--- src/rtl/matrix_storage_pkg.sv ---
// Shared slot-RAM layout constants, writer FSM state type and header packing helpers.
package matrix_storage_pkg;

  localparam int SLOT_BLOCK_SIZE = 1152;
  localparam int HEADER_WORDS    = 4;
  localparam int HDR_DIMS        = 0;
  localparam int HDR_NAME0       = 1;
  localparam int HDR_NAME1       = 2;
  localparam int HDR_CSUM        = 3;

  typedef enum logic [3:0] {
    ST_IDLE,
    ST_INVAL,
    ST_NAME0,
    ST_NAME1,
    ST_DATA,
    ST_CSUM,
    ST_COMMIT,
    ST_DONE,
    ST_ERR
  } slot_wr_state_t;

  function automatic int unsigned slot_base(input logic [2:0]  id,
                                            input int unsigned block_size = SLOT_BLOCK_SIZE);
    return 32'(id) * block_size;
  endfunction

  // First byte lands in the most significant lane.
  function automatic logic [31:0] pack_name4(input logic [7:0] b0, input logic [7:0] b1,
                                             input logic [7:0] b2, input logic [7:0] b3);
    return {b0, b1, b2, b3};
  endfunction

endpackage

--- src/rtl/matrix_slot_writer.sv ---
// Writes one matrix (header + row-major data) into its slot RAM, invalidating hdr0 first and committing it last.
// Optional build macro SLOT_WRITER_CHECKSUM_EN: when defined, hdr3 holds the wrapping sum of all elements; otherwise 0.
module matrix_slot_writer
  import matrix_storage_pkg::*;
#(
  parameter int BLOCK_SIZE = 1152,
  parameter int SLOTS      = 8,
  parameter int DATA_WIDTH = 32,
  parameter int ADDR_WIDTH = 14
) (
  input  logic                  clk,
  input  logic                  rst_n,
  input  logic                  i_write_request,
  output logic                  o_write_ready,
  input  logic [2:0]            i_matrix_id,
  input  logic [7:0]            i_actual_rows,
  input  logic [7:0]            i_actual_cols,
  input  logic [7:0]            i_matrix_name [0:7],
  input  logic [DATA_WIDTH-1:0] i_data_in,
  input  logic                  i_data_valid,
  output logic                  o_writer_ready,
  output logic                  o_write_done,
  output logic                  o_write_error,
  output logic                  o_busy,
  output logic                  o_mem_we,
  output logic [ADDR_WIDTH-1:0] o_mem_addr,
  output logic [DATA_WIDTH-1:0] o_mem_wdata
);

  // state  | meaning
  // IDLE   | wait for request    INVAL | hdr0 <= 0          NAME0/1 | name words
  // DATA   | stream elements     CSUM  | checksum word      COMMIT  | hdr0 <= dims
  // DONE   | done pulse          ERR   | reject pulse

  slot_wr_state_t r_state, w_next;

  logic [7:0]            r_rows, r_cols;
  logic [15:0]           r_total, r_cnt;
  logic [ADDR_WIDTH-1:0] r_base;
  logic [7:0]            r_name [0:7];
  logic                  r_mem_we;
  logic [ADDR_WIDTH-1:0] r_mem_addr;
  logic [DATA_WIDTH-1:0] r_mem_wdata;
  logic [DATA_WIDTH-1:0] w_csum;

  logic [15:0] w_total_in;
  logic        w_reject, w_start, w_accept, w_last;

  assign w_total_in = 16'(i_actual_rows) * 16'(i_actual_cols);
  assign w_reject   = (i_actual_rows == 8'd0) || (i_actual_cols == 8'd0) ||
                      ({29'd0, i_matrix_id} >= 32'(SLOTS)) ||
                      ({16'd0, w_total_in} > 32'(BLOCK_SIZE - HEADER_WORDS));
  assign w_start    = (r_state == ST_IDLE) && i_write_request;

  assign o_writer_ready = (r_state == ST_DATA) && (r_cnt < r_total);
  assign w_accept       = o_writer_ready && i_data_valid;
  assign w_last         = (r_cnt == r_total - 16'd1);

  assign o_write_ready = (r_state == ST_IDLE);
  assign o_busy        = (r_state != ST_IDLE);
  assign o_write_done  = (r_state == ST_DONE);
  assign o_write_error = (r_state == ST_ERR);
  assign o_mem_we      = r_mem_we;
  assign o_mem_addr    = r_mem_addr;
  assign o_mem_wdata   = r_mem_wdata;

  always_ff @(posedge clk or negedge rst_n) begin
    if (!rst_n) r_state <= ST_IDLE;
    else        r_state <= w_next;
  end

  always_comb begin
    w_next = r_state;
    case (r_state)
      ST_IDLE:   if (i_write_request) w_next = w_reject ? ST_ERR : ST_INVAL;
      ST_INVAL:  w_next = ST_NAME0;
      ST_NAME0:  w_next = ST_NAME1;
      ST_NAME1:  w_next = ST_DATA;
      ST_DATA:   if (w_accept && w_last) w_next = ST_CSUM;
      ST_CSUM:   w_next = ST_COMMIT;
      ST_COMMIT: w_next = ST_DONE;
      ST_DONE:   w_next = ST_IDLE;
      ST_ERR:    w_next = ST_IDLE;
      default:   w_next = ST_IDLE;
    endcase
  end

  always_ff @(posedge clk or negedge rst_n) begin
    if (!rst_n) begin
      r_rows  <= '0;
      r_cols  <= '0;
      r_total <= '0;
      r_cnt   <= '0;
      r_base  <= '0;
      r_name  <= '{default: '0};
    end else if (w_start) begin
      r_rows  <= i_actual_rows;
      r_cols  <= i_actual_cols;
      r_total <= w_total_in;
      r_cnt   <= '0;
      r_base  <= ADDR_WIDTH'(slot_base(i_matrix_id, BLOCK_SIZE));
      r_name  <= i_matrix_name;
    end else if (w_accept) begin
      r_cnt <= r_cnt + 16'd1;
    end
  end

`ifdef SLOT_WRITER_CHECKSUM_EN
  logic [DATA_WIDTH-1:0] r_csum;
  always_ff @(posedge clk or negedge rst_n) begin
    if (!rst_n)        r_csum <= '0;
    else if (w_start)  r_csum <= '0;
    else if (w_accept) r_csum <= r_csum + i_data_in;
  end
  assign w_csum = r_csum;
`else
  assign w_csum = '0;
`endif

  // Each state's RAM write is registered, so it appears on the bus one cycle after the state.
  always_ff @(posedge clk or negedge rst_n) begin
    if (!rst_n) begin
      r_mem_we    <= 1'b0;
      r_mem_addr  <= '0;
      r_mem_wdata <= '0;
    end else begin
      r_mem_we <= 1'b0;
      case (r_state)
        ST_INVAL: begin
          r_mem_we    <= 1'b1;
          r_mem_addr  <= r_base + ADDR_WIDTH'(HDR_DIMS);
          r_mem_wdata <= '0;
        end
        ST_NAME0: begin
          r_mem_we    <= 1'b1;
          r_mem_addr  <= r_base + ADDR_WIDTH'(HDR_NAME0);
          r_mem_wdata <= DATA_WIDTH'(pack_name4(r_name[0], r_name[1], r_name[2], r_name[3]));
        end
        ST_NAME1: begin
          r_mem_we    <= 1'b1;
          r_mem_addr  <= r_base + ADDR_WIDTH'(HDR_NAME1);
          r_mem_wdata <= DATA_WIDTH'(pack_name4(r_name[4], r_name[5], r_name[6], r_name[7]));
        end
        ST_DATA: if (w_accept) begin
          r_mem_we    <= 1'b1;
          r_mem_addr  <= r_base + ADDR_WIDTH'(HEADER_WORDS) + ADDR_WIDTH'(r_cnt);
          r_mem_wdata <= i_data_in;
        end
        ST_CSUM: begin
          r_mem_we    <= 1'b1;
          r_mem_addr  <= r_base + ADDR_WIDTH'(HDR_CSUM);
          r_mem_wdata <= w_csum;
        end
        ST_COMMIT: begin
          r_mem_we    <= 1'b1;
          r_mem_addr  <= r_base + ADDR_WIDTH'(HDR_DIMS);
          r_mem_wdata <= DATA_WIDTH'({16'd0, r_rows, r_cols});
        end
        default: ;
      endcase
    end
  end

endmodule

--- config.mk ---
export PLATFORM = sky130hd
export DESIGN_NAME = matrix_slot_writer
export DESIGN_NICKNAME = d
export VERILOG_FILES = /design/src/rtl/matrix_storage_pkg.sv /design/src/rtl/matrix_slot_writer.sv
export SDC_FILE = /design/constraint.sdc
export NUM_CORES = 1
export LEC_CHECK = 0
export BUFFER_PORTS_ARGS = -buffer_cell sky130_fd_sc_hd__clkbuf_2
export CAP_MARGIN = 40
export CORE_UTILIZATION = 58
export CTS_CLUSTER_DIAMETER = 100
export DETAILED_ROUTE_END_ITERATION = 7
export PLACE_DENSITY = 0.82
export SLEW_MARGIN = 0
export SYNTH_ARGS = -nofsm -noshare
export SYNTH_HDL_FRONTEND = slang
export SYNTH_SLANG_ARGS = --single-unit
--- constraint.sdc ---
create_clock -name clk -period 3.26 [get_ports clk]
set_input_delay 0.652 -clock clk [delete_from_list [all_inputs] [get_ports clk]]
set_output_delay 0.652 -clock clk [all_outputs]
set_load 0.005 [all_outputs]
==> out/results.md, run 1 <==
| Step | Result | This run |
|:---|:---|:---|
| die | Die width | 136 um |
| critical path | Arrival time at the worst endpoint | 4.85 ns |
| sta | Maximum clock frequency | 223 MHz |
| routing | Drt pass-1 iters | 8 |
| final layout | Most frequent standard cell in the layout excluding fill and tap cells | sky130_fd_sc_hd__nand2_1 |
| placement | HPWL after detailed placement | 20.1 mm |
| run status | Violations in the final reports | design-rule violations, negative setup slack |
| cts | Num Clock Sinks | 166 |
| routing | Detailed Route Iter0 Violations | 778 |
| yosys | Synth Warn # | 0 |
| critical path | Critical path startpoint category | input pin |
| run status | Result of the run | finished, violations left |
| die | Die Footprint | 0.0185 mm^2 |
| yosys | Dominant cells by area after synthesis | sky130_fd_sc_hd__dfrtp_1 (40%), sky130_fd_sc_hd__nand2_1 (11%), sky130_fd_sc_hd__ha_1 (7.3%) |
| sta | Setup slack after layout | -1.22 ns |
| yosys | Post-synthesis instance total | 1185 |
| sta | Transition at the pin with the smallest max-transition slack | 0.720 ns |
| sta | Post-route clock skew | 0.0151 ns |
| yosys | Synth Register Bits | 166 |
| critical path | Critical path fanouts, max | 6 |
| yosys | Sequential-to-total area share from yosys stat | 39.9% |
| sta | TNS Setup | -8.88 ns |
| die | Effective utilization at floorplan | 59.8% |
| final layout | Count of nets after finishing | 1606 |
| routing | Vias after detailed routing | 9457 |
| sta | Number of pins exceeding their max-slew limit in the final report | 0 |
| final layout | # fillers | 1270 |
| final layout | Final standard cell area without fillers | 0.0130 mm^2 |
| final layout | Area growth from synthesis to final layout | 25.3% |
| cts | Number of H-tree levels | 4 |
| cts | Hold-fix buffers at CTS | 0 |
| pwr | VDD IR max | 0.000561 V |
| flow run | Maximum Capacitance Violations | 0 |
| sta | Final critical-path share of the clock period | 138% |
| die | Core ar. | 0.0174 mm^2 |
| cts | Clock slew at reported path FFs | 0.07 ns |
| critical path | Endpoint class of the critical path | register |
| global routing | Vias in the first global route | 9266 |
| die | Standard-cell rows | 48 |
| die | Vertical die dimension | 136 um |
| routing | WL per Instance | 17.5 um |
| final layout | Number of standard cells in the final layout excluding fillers | 1628 |
| cts | Cell chosen for the clock root | sky130_fd_sc_hd__clkbuf_16 |
| yosys | Cell accounting for the most synthesized area | sky130_fd_sc_hd__dfrtp_1 |
| cts | TritonCTS Buffers | 17 |
| sta | RSZ-0062 raised after global routing | yes |
| sta | Worst-case headroom to the max-slew limit | 52.0% |
| routing | Routed Antenna Nets | 0 |
| sta | Tmin final | 4.48 ns |
| sta | Min Hold Slack | 0.215 ns |
| global routing | Overall overflow remaining after global route | 0 |
| yosys | Leading register cell type out of synthesis | sky130_fd_sc_hd__dfrtp_1 |
| global routing | Total routing resource utilization after global routing | 31.5% |
| placement | Number of instances in the placed design | 1592 |
| global routing | Antenna violations before repair | 0 |
| critical path | Worst Path Required | 3.63 ns |
| yosys | Mean post-synth cell area | 8.79 um^2 |
| final layout | Top library cells by usage in the layout, fill and taps aside | sky130_fd_sc_hd__nand2_1 (314), sky130_fd_sc_hd__dfrtp_1 (166), sky130_fd_sc_hd__clkbuf_2 (156) |
| yosys | Syn_nets | 1401 |
| yosys | Number of flops mapped to enable cells by yosys | 0 |
| pwr | Static leakage power | 0.00653 uW |
| final layout | Number of antenna diodes | 0 |
| critical path | Worst Path Class, Setup | input pin to register |
| final layout | Fraction of layout instances using a drive strength above 1 | 26.3% |
| cts | Clock Tree Buf Depth | 2 |
| hold path | Classification of the worst-slack hold path | input pin to async pin |
| yosys | Fraction of post-synthesis cell area in the top cell type by area | 39.9% |
| global routing | First-pass GRT wire length | 45.1 mm |
| yosys | Number of library cell types mapped by synthesis | 65 |
| pwr | Pwr per Cell Area | 830 mW/mm^2 |
| placement | Gp weighted congestion | 0.882 |
| die | I/O pin count | 171 |
| yosys | Share of synthesized flip-flops with an asynchronous set or reset | 100% |
| sta | Final hold violation count | 0 |
| placement | Instance area at placement | 0.0121 mm^2 |
| placement | Worst-case setup slack after placement | -1.80 ns |
| routing | Number of DRC violations after detailed routing | 5 |
| routing | WL final | 28.5 mm |
| global routing | Pin count of the biggest net entering global routing | 74 |
| cts | Clock tree from TritonCTS | yes |
| cts | Clock latency reported for the late side of the worst-skew pair | 0.44 ns |
| routing | Routed vias/inst | 5.81 |
| critical path | Cell count of the worst reg-to-reg path | 11 |
| yosys | Mapped Area | 0.0104 mm^2 |
| sta | Total of endpoints with negative setup slack in the final report | 12 |
| placement | Number of port buffers | 170 |
path summary, 6_finish.rpt:
path	to	from	slack, ns
max in group asynchronous	r_cols[7]	rst_n	2.27
setup reg to reg	o_mem_wdata[4]	r_total[3]	0.30
hold reg to reg	r_name[43]	r_name[43]	0.48
hold / removal	r_cnt[3]	rst_n	0.22
min in group clk	r_name[47]	i_matrix_name[47]	0.39
setup / recovery	r_state[0]	i_actual_rows[2]	-1.22
cell type report:
cell class / instances / area, um^2 / share of cell area (%)
Tap cell: 225 / 282 / 2.16
Inverter: 80 / 304 / 2.33
Clock buffer: 17 / 425 / 3.26
Multi-Input combinational cell: 870 / 6020 / 46.1
Sequential cell: 166 / 4150 / 31.8
Timing Repair Buffer: 255 / 1700 / 13.1
Clock inverter: 15 / 161 / 1.24
worst max-delay path, cell delays in order:
cell and delay (ns):
sky130_fd_sc_hd__clkbuf_16 0.13, sky130_fd_sc_hd__and2_4 0.14, sky130_fd_sc_hd__fa_1 0.50, sky130_fd_sc_hd__fa_1 0.52, sky130_fd_sc_hd__fa_1 0.56, sky130_fd_sc_hd__inv_2 0.05, sky130_fd_sc_hd__fa_1 0.48, sky130_fd_sc_hd__inv_1 0.05
sky130_fd_sc_hd__ha_2 0.17, sky130_fd_sc_hd__or3_4 0.33, sky130_fd_sc_hd__a221oi_4 0.24, sky130_fd_sc_hd__nor2_2 0.07, sky130_fd_sc_hd__a211oi_2 0.28, sky130_fd_sc_hd__o221ai_2 0.18, sky130_fd_sc_hd__nor4b_4 0.33, sky130_fd_sc_hd__o311a_1 0.19
kinds of logic (layout without fill, tap and decap cells):
group / Yosys count / after routing / share of synthesized area, %
adders and majority gates: 97 / 97 / 14.3
buffers and inverters: 149 / 367 / 5.61
AOI/OAI and AO/OA: 177 / 177 / 12.3
xor gates and xnor gates: 52 / 52 / 4.37
muxes: 5 / 5 / 0.505
DFF: 166 / 166 / 39.9
and+or+nand+nor: 539 / 539 / 23.1
through the flow:
stage / total power [uW] / utilization, %
after floorplan: 6690 / -
after global placement: 8220 / 69.6
after detailed placement: 8420 / 69.6
after CTS: 10600 / 74.3
after global routing: 11600 / 74.9
final: 10800 / 74.9
sequential cells by signal (all words and copies together), names as in the netlist:
register     flops
r_cnt           16
o_mem_we         1
r_state          4
r_name          64
r_rows           8
r_base           3
r_cols           8
r_total         16
o_mem_addr      14
o_mem_wdata     32
synthesized netlist by cell type (3+ instances only):
library cell                instances
sky130_fd_sc_hd__a222oi_1          32
sky130_fd_sc_hd__o2111ai_1          4
sky130_fd_sc_hd__nor3_1            10
sky130_fd_sc_hd__nand2_1          318
sky130_fd_sc_hd__nand3_1           20
sky130_fd_sc_hd__nor2_1            78
sky130_fd_sc_hd__a21o_1             3
sky130_fd_sc_hd__a31oi_1           26
sky130_fd_sc_hd__xor2_1            15
sky130_fd_sc_hd__nor4_1            16
sky130_fd_sc_hd__a21oi_1           35
sky130_fd_sc_hd__and4_1             6
sky130_fd_sc_hd__buf_2             17
sky130_fd_sc_hd__fa_1              36
sky130_fd_sc_hd__or3_1              3
sky130_fd_sc_hd__o31ai_1            4
sky130_fd_sc_hd__clkbuf_1          45
sky130_fd_sc_hd__nand2b_1           6
sky130_fd_sc_hd__and2_1            54
sky130_fd_sc_hd__mux2i_1            3
sky130_fd_sc_hd__o21ai_0           36
sky130_fd_sc_hd__o211ai_1           7
sky130_fd_sc_hd__nor2b_1            4
sky130_fd_sc_hd__nand4_1           10
sky130_fd_sc_hd__buf_1              6
sky130_fd_sc_hd__dfrtp_1          166
sky130_fd_sc_hd__nor4b_2            4
sky130_fd_sc_hd__xnor2_1           37
sky130_fd_sc_hd__and3_1             4
sky130_fd_sc_hd__inv_1             79
sky130_fd_sc_hd__ha_1              61
report_power, final:
group | internal (uW) | total, uW | switching [uW]
registers | 2930 | 3540 | 610
logic | 2380 | 5280 | 2900
clock network | 1080 | 2020 | 932
what timing repair did:
action,in CTS,in global routing
gates resized for setup,42,34
pin swaps,27,20
setup buffers,4,3
hold endpoints to repair,0,0
endpoints found under the setup margin,13,15
per-layer routing:
layer	global-route usage (%)	vias to the layer above	part of all wire [%]
met3	5.56	83	5.8
met5	0	-	0
met2	52.4	401	49
li1	-	4408	-
met1	40.2	4565	41
met4	13.9	0	3.8
Note: power is estimated with default switching activity, not from simulation.
==> run 2: changes to the inputs <==
- CORE_UTILIZATION: 58 -> 52
- PLACE_DENSITY: 0.82 -> 0.77
- clock period: 3.26 -> 3.99 ns (I/O delays scaled with it)
==> run 2 against run 1 <==
Net effect:
- the flow finishes with violations (negative setup slack)
- critical path depth unchanged
- hold slack improved by 0.19 ns
- die area increased by 11%
- non-clock buffer count decreased by 8
- total power decreased by 19%
- largest cell class unchanged
- wire length decreased by 2.0%
- combinational power decreased by 21%
- highest routed layer unchanged
- register-to-register slack improved by 0.62 ns
- sequential share of layout area increased by 0.30 points
==> out/results.md, run 2 (same netlist as run 1, synthesis figures left out) <==
| Step | Result | This run |
|:---|:---|:---|
| flow run | Maximum Capacitance Violations | 0 |
| pwr | Combinational cell fraction of total power | 47.7% |
| critical path | Arrival time at the worst endpoint | 4.97 ns |
| global routing | Total routing resource utilization after global routing | 27.9% |
| final layout | Number of standard cells in the final layout excluding fillers | 1660 |
| cts | Clock Tree Buf Depth | 2 |
| global routing | First-pass GRT wire length | 44.5 mm |
| cts | Num Clock Sinks | 166 |
| die | Die Footprint | 0.0206 mm^2 |
| die | I/O pin count | 171 |
| cts | Hold-fix buffers at CTS | 0 |
| routing | Routed vias/inst | 5.52 |
| sta | Setup slack after layout | -0.617 ns |
| final layout | Number of antenna diodes | 0 |
| routing | Number of DRC violations after detailed routing | 0 |
| routing | Vias after detailed routing | 9169 |
| placement | Gp weighted congestion | 0.928 |
| final layout | Area growth from synthesis to final layout | 24.1% |
| critical path | Most repeated library cell on the critical path | sky130_fd_sc_hd__fa_1 |
| final layout | Largest reg by FF count | r_name |
| final layout | Count of nets after finishing | 1598 |
| global routing | Overall overflow remaining after global route | 0 |
| die | Effective utilization at floorplan | 53.3% |
| routing | WL final | 27.9 mm |
| run status | Violations in the final reports | negative setup slack |
| sta | Final critical-path share of the clock period | 115% |
| sta | Total of endpoints with negative setup slack in the final report | 8 |
| pwr | Static leakage power | 0.00647 uW |
| critical path | Worst Path Required | 4.35 ns |
| die | Die width | 144 um |
| final layout | Top library cells by usage in the layout, fill and taps aside | sky130_fd_sc_hd__nand2_1 (312), sky130_fd_sc_hd__dfrtp_1 (166), sky130_fd_sc_hd__clkbuf_2 (156) |
| pwr | VDD IR max | 0.000372 V |
| routing | Routed Antenna Nets | 0 |
| pwr | Pwr per Cell Area | 680 mW/mm^2 |
| critical path | Worst Path Class, Setup | input pin to register |
| cts | Cell chosen for the clock root | sky130_fd_sc_hd__clkbuf_16 |
| sta | Tmin final | 4.61 ns |
| sta | Post-route clock skew | 0.0123 ns |
| die | Vertical die dimension | 144 um |
| cts | Number of H-tree levels | 4 |
| critical path | Critical path fanouts, max | 7 |
| sta | RSZ-0062 raised after global routing | yes |
| critical path | Cell-by-cell listing of the critical path | clkbuf_16, and2_4, fa_1, fa_1, fa_1, inv_1, fa_1, inv_2, ha_4, or3_4, a221oi_4, nor2_1, a211oi_2, o221ai_2, nor4b_2, o311a_1 |
| pwr | Net load switching power | 3580 uW |
| pwr | Internal | 5200 uW |
| routing | WL per Instance | 16.8 um |
| die | Standard-cell rows | 51 |
| critical path | Endpoint class of the critical path | register |
| hold path | Classification of the worst-slack hold path | input pin to async pin |
| run status | Result of the run | finished, violations left |
| routing | Detailed Route Iter0 Violations | 686 |
| placement | Number of instances in the placed design | 1624 |
| placement | HPWL after detailed placement | 19.7 mm |
| die | Core ar. | 0.0195 mm^2 |
| pwr | Net switching share of the total power | 40.8% |
| sta | Final hold violation count | 0 |
| routing | Drt pass-1 iters | 6 |
| global routing | Antenna violations before repair | 0 |
| sta | Worst-case headroom to the max-slew limit | 50.6% |
| cts | Clock tree from TritonCTS | yes |
| final layout | Number of flip-flops under the largest register name | 64 |
| cts | Clock latency reported for the late side of the worst-skew pair | 0.44 ns |
| critical path | Stage delay of the slowest cell on the critical path | 0.53 ns |
| cts | Clock slew at reported path FFs | 0.07 ns |
| global routing | Vias in the first global route | 8996 |
| pwr | Portion of total power attributed to sequential cells | 32.9% |
| sta | TNS Setup | -2.34 ns |
| sta | Transition at the pin with the smallest max-transition slack | 0.740 ns |
| cts | TritonCTS Buffers | 17 |
| sta | Maximum clock frequency | 217 MHz |
| critical path | Critical path's slowest cell | sky130_fd_sc_hd__fa_1 |
| final layout | Fraction of layout instances using a drive strength above 1 | 25.0% |
| final layout | Most frequent standard cell in the layout excluding fill and tap cells | sky130_fd_sc_hd__nand2_1 |
| placement | Number of port buffers | 170 |
| pwr | Part of the power in the clock network | 19.4% |
| global routing | Pin count of the biggest net entering global routing | 92 |
| sta | Number of pins exceeding their max-slew limit in the final report | 0 |
| pwr | Tot Pwr | 8790 uW |
| critical path | Critical path startpoint category | input pin |
[run 2: critical path, delay by kind of cell]
family / cells / cell delay, ns
AO/OA/AOI/OAI: 4 / 0.85
buffers and inverters: 3 / 0.24
AND/OR/NAND/NOR: 4 / 1.00
adder cells (fa/ha/maj): 5 / 2.08
[run 2: path summary, 6_finish.rpt]
| kind | start | endpoint | slack [ns] | cells after the start |
|---|---|---|---|---|
| min in group clk | o_mem_addr[5] | o_mem_addr[5] | 0.48 | 2 |
| worst min register to register | o_mem_addr[5] | o_mem_addr[5] | 0.48 | 2 |
| max in group asynchronous | rst_n | r_cols[5] | 2.64 | 2 |
| worst min-delay path | rst_n | r_rows[2] | 0.41 | 1 |
| worst max-delay path | i_actual_rows[2] | r_state[0] | -0.62 | 16 |
| worst max register to register | r_state[2] | o_mem_wdata[13] | 0.92 | 8 |
[run 2: area by class of cell]
type | instances | area (um^2)
well taps | 265 | 332
repair buffers | 247 | 1600
fillers | 1608 | 6600
flip-flops and latches | 166 | 4150
clock inverters | 15 | 179
clock buffers | 17 | 425
inverters | 80 | 300
multi-input cells | 870 | 5940
[run 2: power groups by stage]
stage / combinational, uW / sequential [uW] / clock (uW)
4_1_cts: 4100 / 2880 / 1720
6_report: 4190 / 2890 / 1700
3_5_place_dp: 3930 / 2900 / 0
3_3_place_gp: 3810 / 2870 / 0
5_1_grt: 4700 / 2970 / 1790
2_1_floorplan: 2650 / 2770 / 0
[run 2: metrics by stage]
stage                     util, %  area [um^2]  worst slack (ns)  hold WS, ns
final                        66.2        12900            -0.617        0.408
after global routing         66.2        12900            -0.748        0.463
after CTS                    65.7        12800            -0.655        0.431
after detailed placement     61.8        12100             -1.17        0.463
after global placement       61.8        12100             -1.08        0.458
after floorplan                 -        10600            -0.829        0.446
[run 2: repair_timing]
action	in CTS	in global routing
resized for setup	37	37
endpoints found under the setup margin	11	12
pin swaps	33	21
setup buffers	4	3
[run 2: metal layers]
metal / global-route usage, % / routed length (um)
met1: 36.4 / 12100
met2: 46.4 / 13500
met3: 5.06 / 1540
met4: 9.91 / 755
met5: 0 / 0
